File: config.mk
export PLATFORM = sky130hd
export DESIGN_NAME = dmem_arbiter
export DESIGN_NICKNAME = d
export VERILOG_FILES = /design/src/rtl/dmem_pkg.sv /design/src/rtl/dmem_rr_arb.sv /design/src/rtl/dmem_arbiter.sv
export SDC_FILE = /design/constraint.sdc
export NUM_CORES = 1
export LEC_CHECK = 0
export CAP_MARGIN = 40
export CORE_AREA = 2 2 110 112
export DETAILED_ROUTE_END_ITERATION = 12
export DIE_AREA = 0 0 112 114
export PLACE_DENSITY_LB_ADDON = 0.3
export RECOVER_POWER = 100
export SLEW_MARGIN = 20
export SYNTH_ARGS = -nofsm -noshare
export SYNTH_HDL_FRONTEND = slang
export SYNTH_HIERARCHICAL = 1
export SYNTH_SLANG_ARGS = --single-unit
File: constraint.sdc
create_clock -name clk -period 2.55 [get_ports clk]
set_input_delay 0.255 -clock clk [delete_from_list [all_inputs] [get_ports clk]]
set_output_delay 0.255 -clock clk [all_outputs]
set_load 0.005 [all_outputs]
File: src/rtl/dmem_pkg.sv
// -----------------------------------------------------------------------------
// dmem_pkg
// Shared definitions for data-memory access, used by the arbiter and the LSU.
//   mem_size_e   : access size encoding (byte / half / word / illegal)
//   store_lane_t : byte-lane enables plus lane-replicated store data
//   store_lanes  : builds byte enables and replicated write data for a store
//   load_extend  : right-aligns a memory word for a load and sign/zero-extends
// Only a 32-bit datapath is supported.
// -----------------------------------------------------------------------------
package dmem_pkg;

   typedef enum logic [1:0] {
      SZ_BYTE = 2'b00,
      SZ_HALF = 2'b01,
      SZ_WORD = 2'b10,
      SZ_ILL  = 2'b11
   } mem_size_e;

   typedef struct packed {
      logic [3:0]  be;
      logic [31:0] wdata;
   } store_lane_t;

   // Replicating the store data across the word means the memory only has to
   // honour the byte enables; no lane shifting is needed on its side.
   function automatic store_lane_t store_lanes(input mem_size_e   sz,
                                               input logic [1:0]  off,
                                               input logic [31:0] data);
      store_lane_t s;
      case (sz)
         SZ_BYTE: begin
            s.be    = 4'b0001 << off;
            s.wdata = {4{data[7:0]}};
         end
         SZ_HALF: begin
            s.be    = 4'b0011 << off;
            s.wdata = {2{data[15:0]}};
         end
         SZ_WORD: begin
            s.be    = 4'b1111;
            s.wdata = data;
         end
         default: begin
            s.be    = 4'b0000;
            s.wdata = data;
         end
      endcase
      return s;
   endfunction

   function automatic logic [31:0] load_extend(input mem_size_e   sz,
                                               input logic        uns,
                                               input logic [1:0]  off,
                                               input logic [31:0] rdata);
      logic [31:0] sh;
      logic [31:0] res;
      sh = rdata >> {off, 3'b000};
      case (sz)
         SZ_BYTE: res = {{24{~uns & sh[7]}}, sh[7:0]};
         SZ_HALF: res = {{16{~uns & sh[15]}}, sh[15:0]};
         default: res = sh;
      endcase
      return res;
   endfunction

endpackage

File: src/rtl/dmem_rr_arb.sv
// -----------------------------------------------------------------------------
// dmem_rr_arb
// Two-way round-robin arbiter with the last-grant history register.
//   clk, rst   : clock, asynchronous active-high reset
//   req_valid  : per-port request valid
//   grant      : one-hot grant (zero when nobody requests); doubles as ready
//   grant_idx  : index of the granted port (meaningful only when |grant)
// last_grant resets to 1 so that port 0 wins the first contended cycle.
// -----------------------------------------------------------------------------
module dmem_rr_arb (
   input  logic       clk,
   input  logic       rst,
   input  logic [1:0] req_valid,
   output logic [1:0] grant,
   output logic       grant_idx
);

   logic last_grant;

   always_comb begin
      grant = 2'b00;
      case (req_valid)
         2'b01:   grant = 2'b01;
         2'b10:   grant = 2'b10;
         2'b11:   grant = last_grant ? 2'b01 : 2'b10;
         default: grant = 2'b00;
      endcase
   end

   assign grant_idx = grant[1];

   // A grant is always accepted because ready equals grant.
   always_ff @(posedge clk or posedge rst) begin
      if (rst) begin
         last_grant <= 1'b1;
      end else if (|grant) begin
         last_grant <= grant[1];
      end
   end

endmodule

File: src/rtl/dmem_arbiter.sv
// -----------------------------------------------------------------------------
// dmem_arbiter
// Shares one data_memory between the pipeline LSU (port 0) and a DMA/debug
// master (port 1). Round-robin grant, alignment/range checking, byte-lane
// generation, store replication and load extension. One registered response
// per accepted request, one cycle after acceptance.
//
// Ports:
//   clk, rst          : clock, asynchronous active-high reset
//   req_valid/ready   : per-port handshake (ready is the one-hot grant)
//   req_we            : 1 store, 0 load
//   req_size          : 00 byte, 01 half, 10 word, 11 illegal
//   req_unsigned      : load zero-extend when 1, sign-extend when 0
//   req_addr/wdata    : byte address, right-aligned store data
//   resp_valid        : one-cycle pulse on the bit of the answered port
//   resp_err          : misaligned, illegal size or out of range
//   resp_rdata        : extended load data, 0 for stores and errors
//   mem_*             : data_memory interface (combinational mem_rdata)
//
// Optional build macro DMEM_ARB_STATS_EN adds saturating 32-bit counters
// stat_grants0, stat_grants1, stat_conflicts, stat_errors.
// -----------------------------------------------------------------------------
module dmem_arbiter
   import dmem_pkg::*;
#(
   parameter int XLEN      = 32,
   parameter int MEM_DEPTH = 1024
) (
   input  logic                 clk,
   input  logic                 rst,
   input  logic [1:0]           req_valid,
   output logic [1:0]           req_ready,
   input  logic [1:0]           req_we,
   input  logic [1:0][1:0]      req_size,
   input  logic [1:0]           req_unsigned,
   input  logic [1:0][XLEN-1:0] req_addr,
   input  logic [1:0][XLEN-1:0] req_wdata,
   output logic [1:0]           resp_valid,
   output logic                 resp_err,
   output logic [XLEN-1:0]      resp_rdata,
   output logic                 mem_valid,
   output logic                 mem_we,
   output logic [XLEN-1:0]      mem_addr,
   output logic [XLEN-1:0]      mem_wdata,
   output logic [3:0]           mem_byte_enable,
   input  logic [XLEN-1:0]      mem_rdata
`ifdef DMEM_ARB_STATS_EN
   ,
   output logic [31:0]          stat_grants0,
   output logic [31:0]          stat_grants1,
   output logic [31:0]          stat_conflicts,
   output logic [31:0]          stat_errors
`endif
);

   localparam logic [XLEN-1:0] DEPTH_LIM = XLEN'(MEM_DEPTH);

   logic [1:0]      grant;
   logic            sel;
   logic            acc_p0;
   mem_size_e       sz_p0;
   logic [XLEN-1:0] addr_p0;
   logic [XLEN-1:0] wdata_p0;
   logic            we_p0;
   logic            uns_p0;
   logic [1:0]      off_p0;
   logic            misalign_p0;
   logic            ill_p0;
   logic            oor_p0;
   logic            err_p0;
   logic            legal_p0;
   store_lane_t     lanes_p0;

   logic [1:0]      resp_vld_p1;
   logic            resp_err_p1;
   logic [XLEN-1:0] resp_rdata_p1;

   dmem_rr_arb u_arb (
      .clk       (clk),
      .rst       (rst),
      .req_valid (req_valid),
      .grant     (grant),
      .grant_idx (sel)
   );

   assign req_ready = grant;
   assign acc_p0    = |grant;

   // ---- stage p0: granted request, checks and memory drive ----
   always_comb begin
      sz_p0    = mem_size_e'(req_size[sel]);
      addr_p0  = req_addr[sel];
      wdata_p0 = req_wdata[sel];
      we_p0    = req_we[sel];
      uns_p0   = req_unsigned[sel];
      off_p0   = addr_p0[1:0];
   end

   assign misalign_p0 = ((sz_p0 == SZ_HALF) && off_p0[0]) ||
                        ((sz_p0 == SZ_WORD) && (off_p0 != 2'b00));
   assign ill_p0      = (sz_p0 == SZ_ILL);
   assign oor_p0      = ({2'b00, addr_p0[XLEN-1:2]} >= DEPTH_LIM);
   assign err_p0      = misalign_p0 | ill_p0 | oor_p0;
   assign legal_p0    = acc_p0 & ~err_p0;
   assign lanes_p0    = store_lanes(sz_p0, off_p0, wdata_p0);

   // mem_valid is masked by rst so nothing reaches the memory during reset.
   assign mem_valid       = legal_p0 & ~rst;
   assign mem_we          = legal_p0 & we_p0;
   assign mem_addr        = {addr_p0[XLEN-1:2], 2'b00};
   assign mem_wdata       = lanes_p0.wdata;
   assign mem_byte_enable = legal_p0 ? lanes_p0.be : 4'b0000;

   // ---- stage p1: registered response ----
   always_ff @(posedge clk or posedge rst) begin
      if (rst) begin
         resp_vld_p1   <= 2'b00;
         resp_err_p1   <= 1'b0;
         resp_rdata_p1 <= '0;
      end else begin
         resp_vld_p1   <= grant;
         resp_err_p1   <= acc_p0 & err_p0;
         resp_rdata_p1 <= (legal_p0 && !we_p0) ?
                          load_extend(sz_p0, uns_p0, off_p0, mem_rdata) : '0;
      end
   end

   assign resp_valid = resp_vld_p1;
   assign resp_err   = resp_err_p1;
   assign resp_rdata = resp_rdata_p1;

`ifdef DMEM_ARB_STATS_EN
   function automatic logic [31:0] sat_inc(input logic [31:0] v);
      return (&v) ? v : v + 32'd1;
   endfunction

   always_ff @(posedge clk or posedge rst) begin
      if (rst) begin
         stat_grants0   <= '0;
         stat_grants1   <= '0;
         stat_conflicts <= '0;
         stat_errors    <= '0;
      end else begin
         if (grant[0])          stat_grants0   <= sat_inc(stat_grants0);
         if (grant[1])          stat_grants1   <= sat_inc(stat_grants1);
         if (&req_valid)        stat_conflicts <= sat_inc(stat_conflicts);
         if (acc_p0 && err_p0)  stat_errors    <= sat_inc(stat_errors);
      end
   end
`endif

endmodule

; After elaboration in Yosys (flattened, before gate mapping)
; Cells that the tools add are included.
[word_totals]
reg_bits = 36
latch_bits = 0
mem_bits_rw = 0
romBits = 0
inputBits = 172
mem_count = 0
[op_classes]
add_sub_neg = 0
mul = 0
n_div = 0
n_lt_le_gt_ge = 2
n_eq_ne = 6
shift = 3
mux = 16
bitwise = 11
reduce_logical = 8
[ops]
columns = cell, n
row1 = $mux 32, 5
row2 = $pmux 36 s3, 1
row3 = $pmux 32 s2, 1
row4 = $shr 32x5->32, 1
row5 = $ge 30x11->1 const B, 1
row6 = $eq 2x2->1 const B, 4
row7 = $and 1x1->1, 6
row8 = $mux 2, 3
row9 = $pmux 2 s3, 1
row10 = $eq 2x1->1 const B, 2
row11 = $mux 1, 4
row12 = $mux 4, 1
row13 = $shl 1x2->4 const A, 1
row14 = $shl 2x2->4 const A, 1
row15 = $logic_and 1x1->1, 3
row16 = $not 1->1, 3
row17 = $logic_not 2->1, 1
row18 = $lt 1x2->1 const B, 1
row19 = $or 1x1->1, 2
row20 = $reduce_bool 2->1, 1
row21 = $reduce_or 2->1, 1
row22 = $logic_not 1->1, 1
row23 = $logic_or 1x1->1, 1

; Logic depth before layout (Yosys ltp)
; Gate-level depths: netlist of run 1.
[logic_depth]
word_depth = 13
mapped_depth = 10
mapped_depth_nobuf = 6

; Modules after synthesis
; Netlist of run 1, hierarchy kept.
[modules_own_cells]
columns = mod, instances, cells_per_inst, area_each_um2, seq_area_each_um2
row1 = dmem_arbiter, 1, 360, 3231.8, 875.8
row2 = dmem_rr_arb, 1, 8, 65.1, 26.3

; Worst setup path after synthesis of run 1
; No wires, ideal clock.
[synth_timing]
kind = register to output
from = reg u_arb.last_grant
to = out mem_byte_enable[0]
arrival_ns = 2.205
required_time_ns = 2.295
slack_ns = 0.090
stages_incl_launch_ff = 10
path_cell_list = dfstp_2 -> a21boi_0 -> buf_6 -> buf_6 -> nor4_1 -> nand4_1 -> a2111oi_4 -> nand2_2 -> buf_6 -> nor3_1
[synth_between]
elab_chain_cells = 12
word_cells_on_any_way = 24
classes_between = 1 x order compare / 3 x eq/ne / 2 x shift / 8 x mux / 4 x bitwise / 6 x reduce/logical
[synth_rtl]
columns = element, line
row1 = start: declaration, dmem_rr_arb.sv:18  ; logic last_grant;
row2 = start signal: assignment, dmem_rr_arb.sv:37  ; last_grant <= grant[1];
row3 = $mux 2 *, dmem_rr_arb.sv:25  ; 2'b11: grant = last_grant ? 2'b01 : 2'b10;
row4 = $pmux 2 s3 *, dmem_rr_arb.sv:22  ; case (req_valid)
row5 = net sel, dmem_arbiter.sv:59  ; logic sel;
row6 = "parallel branches: the longest is 9 deep, another holds $ge 30x11->1", --
row7 = $mux 4 *, dmem_arbiter.sv:112  ; assign mem_byte_enable = legal_p0 ? lanes_p0.be : 4'b0000;
row8 = end: declaration, dmem_arbiter.sv:45  ; output logic [3:0] mem_byte_enable,
; Mark *: on every way through the listed nets, which the timed path passes. The select of a mux whose other input is x is not followed.

; Final worst setup path of run 1
[layout_timing]
from = reg u_arb.last_grant
to = out mem_valid
[layout_between]
elab_chain_cells = 12
word_cells_on_any_way = 20
classes_between = 1 x order compare / 3 x eq/ne / 6 x mux / 5 x bitwise / 5 x reduce/logical
[layout_rtl]
columns = element, line
row1 = $mux 2 *, dmem_rr_arb.sv:25
row2 = $pmux 2 s3 *, dmem_rr_arb.sv:22
row3 = "parallel branches: the longest is 8 deep, another holds $ge 30x11->1", --
row4 = $and 1x1->1 *, dmem_arbiter.sv:104  ; assign legal_p0 = acc_p0 & ~err_p0;
row5 = $and 1x1->1 *, dmem_arbiter.sv:108  ; assign mem_valid = legal_p0 & ~rst;
row6 = end: declaration, dmem_arbiter.sv:41  ; output logic mem_valid,
; Mark *: on every way between the ends. The select of a mux whose other input is x is not followed.

==> results of run 1 <==
-- per-layer routing --
metal	up-vias	share of wire [%]
met1	2168	37
met2	220	52
met4	0	3.1
met3	39	7.6
li1	2081	-
met5	-	0
-- area by class of cell --
class	count	area, sq um
Sequential cell	36	902.1
Antenna cell	1	2.502
Inverter	5	18.77
Fill cell	904	3930
Clock buffer	5	125.1
Clock inverter	3	18.77
Multi-Input combinational cell	296	2705
Tap cell	147	183.9
Timing Repair Buffer	383	3825
-- cells by family after synthesis --
| logic type | Yosys count |
|---|---|
| simple gates | 123 |
| flops | 36 |
| other cells | 1 |
| compound gates | 93 |
| buf+inv | 37 |
| mux | 78 |
-- timing repair --
item / CTS / global route
gates cloned: 7 / 1
gates resized for setup: 205 / 64
setup buffers: 29 / 19
setup endpoints to repair: 84 / 64
pin swaps: 38 / 28
-- per-stage QoR --
step | setup TNS [ns] | total power [mW] | util [%]
2_1_floorplan | 0 | 1.085 | -
3_3_place_gp | -24.74 | 1.831 | 56.41
3_5_place_dp | -29.55 | 1.843 | 56.41
4_1_cts | -4.894 | 2.660 | 64.55
5_1_grt | -7.420 | 2.852 | 66.44
6_report | -4.676 | 2.724 | 66.44
-- registers in the layout, summed over array words and instances, names as in the netlist --
register          count
u_arb/last_grant      1
resp_err              1
resp_rdata           32
resp_valid            2
-- worst max-delay path, stage by stage (launching register included) --
cell and delay (ns):
dfstp_2 0.38, a21boi_4 0.31, buf_12 0.15, mux2_4 0.30
or2_4 0.26, a2111oi_4 0.33, nand2_2 0.18, buf_6 0.15
nor3_2 0.16, buf_2 0.13
-- power groups by stage --
stage / Sequential, mW / Combinational (mW) / Clock (mW)
6_report: 0.584 / 1.55 / 0.594
5_1_grt: 0.584 / 1.63 / 0.637
3_5_place_dp: 0.594 / 1.25 / 0
3_3_place_gp: 0.593 / 1.24 / 0
4_1_cts: 0.584 / 1.47 / 0.602
2_1_floorplan: 0.594 / 0.492 / 0
-- placed cells by master, fill, tap and decap left out, types with 16 or more instances in the layout --
| master | instances |
|---|---|
| nor4_4 | 16 |
| buf_2 | 24 |
| nand2_1 | 45 |
| buf_4 | 60 |
| mux2_2 | 25 |
| a21oi_1 | 26 |
| buf_6 | 23 |
| mux2i_1 | 19 |
| dfrtp_1 | 35 |
| nor2_1 | 19 |
| clkdlybuf4s50_1 | 232 |
-- how the worst max path moves through the flow --
stage / to / depth (start not counted)
global placement: mem_byte_enable[2] / 9
finish: mem_valid / 9
detailed placement: mem_byte_enable[0] / 9
CTS: mem_valid / 10
floorplan: mem_byte_enable[0] / 9
global route: mem_valid / 9
==> flow_metrics.py, run 1 <==
metrics = {
    "status": {
        "status": "finished with violations",
        "violations": "negative setup slack",
    },
    "cts": {
        "h-tree-depth": 2,
        "cts_tree": "built",
        "root_buffer": "clkbuf_16",
        "clock_latency_ns": 0.28,
        "cts_max_path_buffers": 2,
        "cts_buffers": 5,
        "hold_buffers": 0,
        "path_clk_slew_ns": 0.06,
        "cts.sinks": 36,
    },
    "global_route": {
        "antenna_found_initial": 1,
        "grt_pass1_wl_mm": 26.63,
        "gr-usage-met3_pct": 7.651,
        "grt_usage_pct": 26.63,
        "grt_max_degree": 36,
        "top_usage_layer": "met2",
        "grt_pass1_vias": 4805,
        "grt_remaining_overflow": 0,
        "grt_use_met1_pct": 29.34,
        "use_met2_pct": 48.57,
    },
    "synthesis": {
        "synth_area_sq_um": 3297,
        "synth_enable_flop_cells": 0,
        "postSynthAreaPerCell_sq_um": 8.959,
        "syn_inst": 368,
        "synth_top_area_share_pct": 26.57,
        "synth_compound_area_share_pct": 17.69,
        "synth-main-ff-cell": "dfrtp_1",
        "synth_top_family_by_area": "multiplexers",
        "synthTopCellsByCount": "nand2_1, a21oi_1, mux2_2",
        "async_reset_ff_share_pct": 100.0,
        "synth_top_area_cell": "dfrtp_1",
        "muxShareOfSynthArea_pct": 27.97,
        "yosysSeqAreaShare_pct": 27.36,
        "yosys.area_share.simple_pct": 20.80,
        "synth_xor_xnor_area_share_pct": 0,
        "yosysWarnings": 6,
        "ys_top_cells_by_area": "dfrtp_1, mux2_2, mux2i_1",
        "ys_seq_elements": 36,
        "synthAdderAreaFrac_pct": 0,
        "synthDistinctLibCells": 44,
        "synth.most_common_cell": "nand2_1",
    },
    "detailed_routing": {
        "avgRoutedWirePerCell_um": 20.57,
        "vias": 4508,
        "via_per_inst": 5.146,
        "ant_nets": 0,
        "drt_iter0_drc": 218,
        "drcViolationCount": 0,
        "firstDrtPassIters": 4,
        "finalWirelength_mm": 18.02,
    },
    "floorplan": {
        "fp.coreArea_sq_um": 11710,
        "start_util_pct": 28.15,
        "ioPinCount": 279,
        "die_h_um": 114,
        "placement_rows": 40,
        "dieArea_sq_um": 12770,
        "die_w_um": 112,
    },
    "final_layout": {
        "fin_area_sq_um": 7781,
        "fin_cells": 876,
        "area_growth_pct": 136.0,
        "nets": 899,
        "drive_gt1_share_pct": 36.26,
    },
    "timing": {
        "fmax_mhz": 346.5,
        "period_share_pct": 113.2,
        "fin_skew_ns": 0.002657,
        "hold_violations": 0,
        "grt_setup_unrepaired": "yes",
        "setup_ws_ns": -0.3358,
        "finalSetupViolations": 36,
        "period_needed_ns": 2.886,
        "hold_ws_ns": 0.4130,
        "slew_headroom_pct": 41.98,
        "worstMarginPinSlew_ns": 0.8703,
        "drv_slew": 0,
    },
    "power_and_ir_drop": {
        "p_int_mw": 1.831,
        "sw_frac_of_total_pct": 32.76,
        "p_comb_share_pct": 56.8,
        "p_switching_mw": 0.8924,
        "leakagePower_nw": 3.267,
        "seq_power_share_pct": 21.4,
        "irDropWorstVdd_mv": 0.2467,
        "power_frac_clock_pct": 21.8,
        "p_per_area_nw_per_um2": 350.0,
    },
    "setup_path": {
        "rr_startpoint": "u_arb/last_grant",
        "worstPathMaxFanout": 5,
        "worstPathRequired_ns": 2.30,
        "cp_data_arrival_time_ns": 2.63,
        "rr_endpoint": "resp_rdata[17]",
        "endpoint_kind": "output pin",
        "critPathLaunch": "u_arb/last_grant",
        "start_kind": "flip-flop",
        "r2r_slack_ns": -0.20,
        "reg2reg_depth": 11,
        "worstSetupPathType": "reg2out",
    },
    "hold_path": {
        "hold_end": "u_arb/last_grant",
        "whs_path_depth": 2,
        "hp-class": "in2reg",
        "min_from": "req_valid[0]",
    },
    "place": {
        "io_buffer_count": 276,
        "hpwlAfterDp_mm": 13.19,
        "dp_slack_ns": -0.7844,
        "dpl-instance-area_sq_um": 6606,
        "gp_congestion": 0.9859,
        "placed_cells": 818,
    },
    "run": {
        "max_cap_viol_count": 0,
    },
}
Power figures use the tool's default switching activity.
==> inputs of run 2 (changes only) <==
CTS_CLUSTER_DIAMETER = 120   (was unset)
==> results of run 2 <==
Same layout as run 1: the final DEF is identical, and so are final timing and power.
==> RTL edit, RTL diff (flow settings as in run 2) <==
`resp_rdata_p1` no longer has a reset.
--- a/src/rtl/dmem_arbiter.sv
+++ b/src/rtl/dmem_arbiter.sv
@@ -116,13 +116,14 @@
       if (rst) begin
          resp_vld_p1   <= 2'b00;
          resp_err_p1   <= 1'b0;
-         resp_rdata_p1 <= '0;
       end else begin
          resp_vld_p1   <= grant;
          resp_err_p1   <= acc_p0 & err_p0;
-         resp_rdata_p1 <= (legal_p0 && !we_p0) ?
-                          load_extend(sz_p0, uns_p0, off_p0, mem_rdata) : '0;
       end
+   end
+
+   always_ff @(posedge clk) begin
+      resp_rdata_p1 <= (legal_p0 && !we_p0) ? load_extend(sz_p0, uns_p0, off_p0, mem_rdata) : '0;
    end
 
    assign resp_valid = resp_vld_p1;
Function: changed (a bounded check fails within 4 cycles, from zero or initial values and one cycle with rst high).
==> RTL edit against run 2 <==
The flow still finishes with violations (setup timing); clock skew increased by 2.7 ps; critical path depth is 2 higher; area after synthesis decreased by 9.9%; wire length decreased by 10%; power fell by 11%; highest routed layer unchanged; sequential power shrank 1%; worst setup slack better by 260 ps; register-to-register slack improved by 340 ps; sequential cell count unchanged; final area is 14% lower.
==> RTL edit: results (changes against run 2) <==
Status
  • Status: finished with violations
  • Failing checks: setup timing

Cells and area
  • Nets: 876 (-2.6%)
  • # clk buffers: 8 (+3)
  • Multi-Input Combinational: 300 (+1.4%)
  • Non-clock buffers: 357 (-6.8%)
  • Signal inverters: 4 (-1)
  • Layout cells sized above 1: 0.2766 (-0.08604)

Yosys
  • Ys async rst share: 0.1111 (-0.8889)
  • Synth cell types: 49 (+11%)
  • Post-synth top flop: dfxtp_1
  • Top cells by count, synth: nand2_1, mux2_2, a21oi_1, dfxtp_1

Power
  • P_comb: 1.24 mW (-20%)
  • Peak supply drop: 204.2 uV (-17%)
  • Sw Ratio: 0.2984 (-0.02925)
  • LEAKAGE: 2.891 nW (-11%)

Worst hold path
  • Worst Hold Class: in -> async

Timing
  • # setup viols final: 2 (-94%)
  • Final worst slack: -79.74 ps (+256.0 ps)

Global route
  • Grt met3 use: 0.06429 (-0.01222)
  • Largest net degree at the start of global routing: 33 (-8.3%)
  • Initial antenna violation count: 0 (-1)

Drt
  • Post-detailed-routing wire length: 16200 um (-10%)

Worst setup path
  • R2R Path End: resp_rdata[31]
  • Largest delay share family, worst path: buffers and inverters

Placement
  • Area post-placement: 6220 um^2 (-5.9%)
RTL edit: layer usage:
layer	part of all wire	vias up
met4	0.036	0
li1	-	2007
met5	0	-
met3	0.072	39
met2	0.49	183
met1	0.40	1882
RTL edit: kinds of logic after synthesis:
family / Yosys count / synth area share
other: 1 / 0.001263
and+or+nand+nor: 130 / 0.1964
buffers and inverters: 35 / 0.06827
AOI/OAI and AO/OA: 101 / 0.2389
muxes: 67 / 0.2453
DFF: 36 / 0.2499
RTL edit: through the flow:
step / instances / hold slack (ps) / setup TNS (ps) / setup slack (ps)
after floorplan: 371 / 8.644 / 0 / 203.2
after global placement: 821 / 493.0 / -18270 / -534.5
after detailed placement: 821 / 485.8 / -21200 / -577.2
after CTS: 847 / 197.3 / -250.8 / -91.26
after global routing: 852 / 336.5 / -1095 / -212.1
final: 852 / 327.4 / -131.5 / -79.74
RTL edit: what timing repair did:
action	4_1_cts	5_1_grt
resized for setup	113	69
buffers inserted	16	8
pin swaps	9	9
setup endpoints to repair	57	43
cloned	3	0
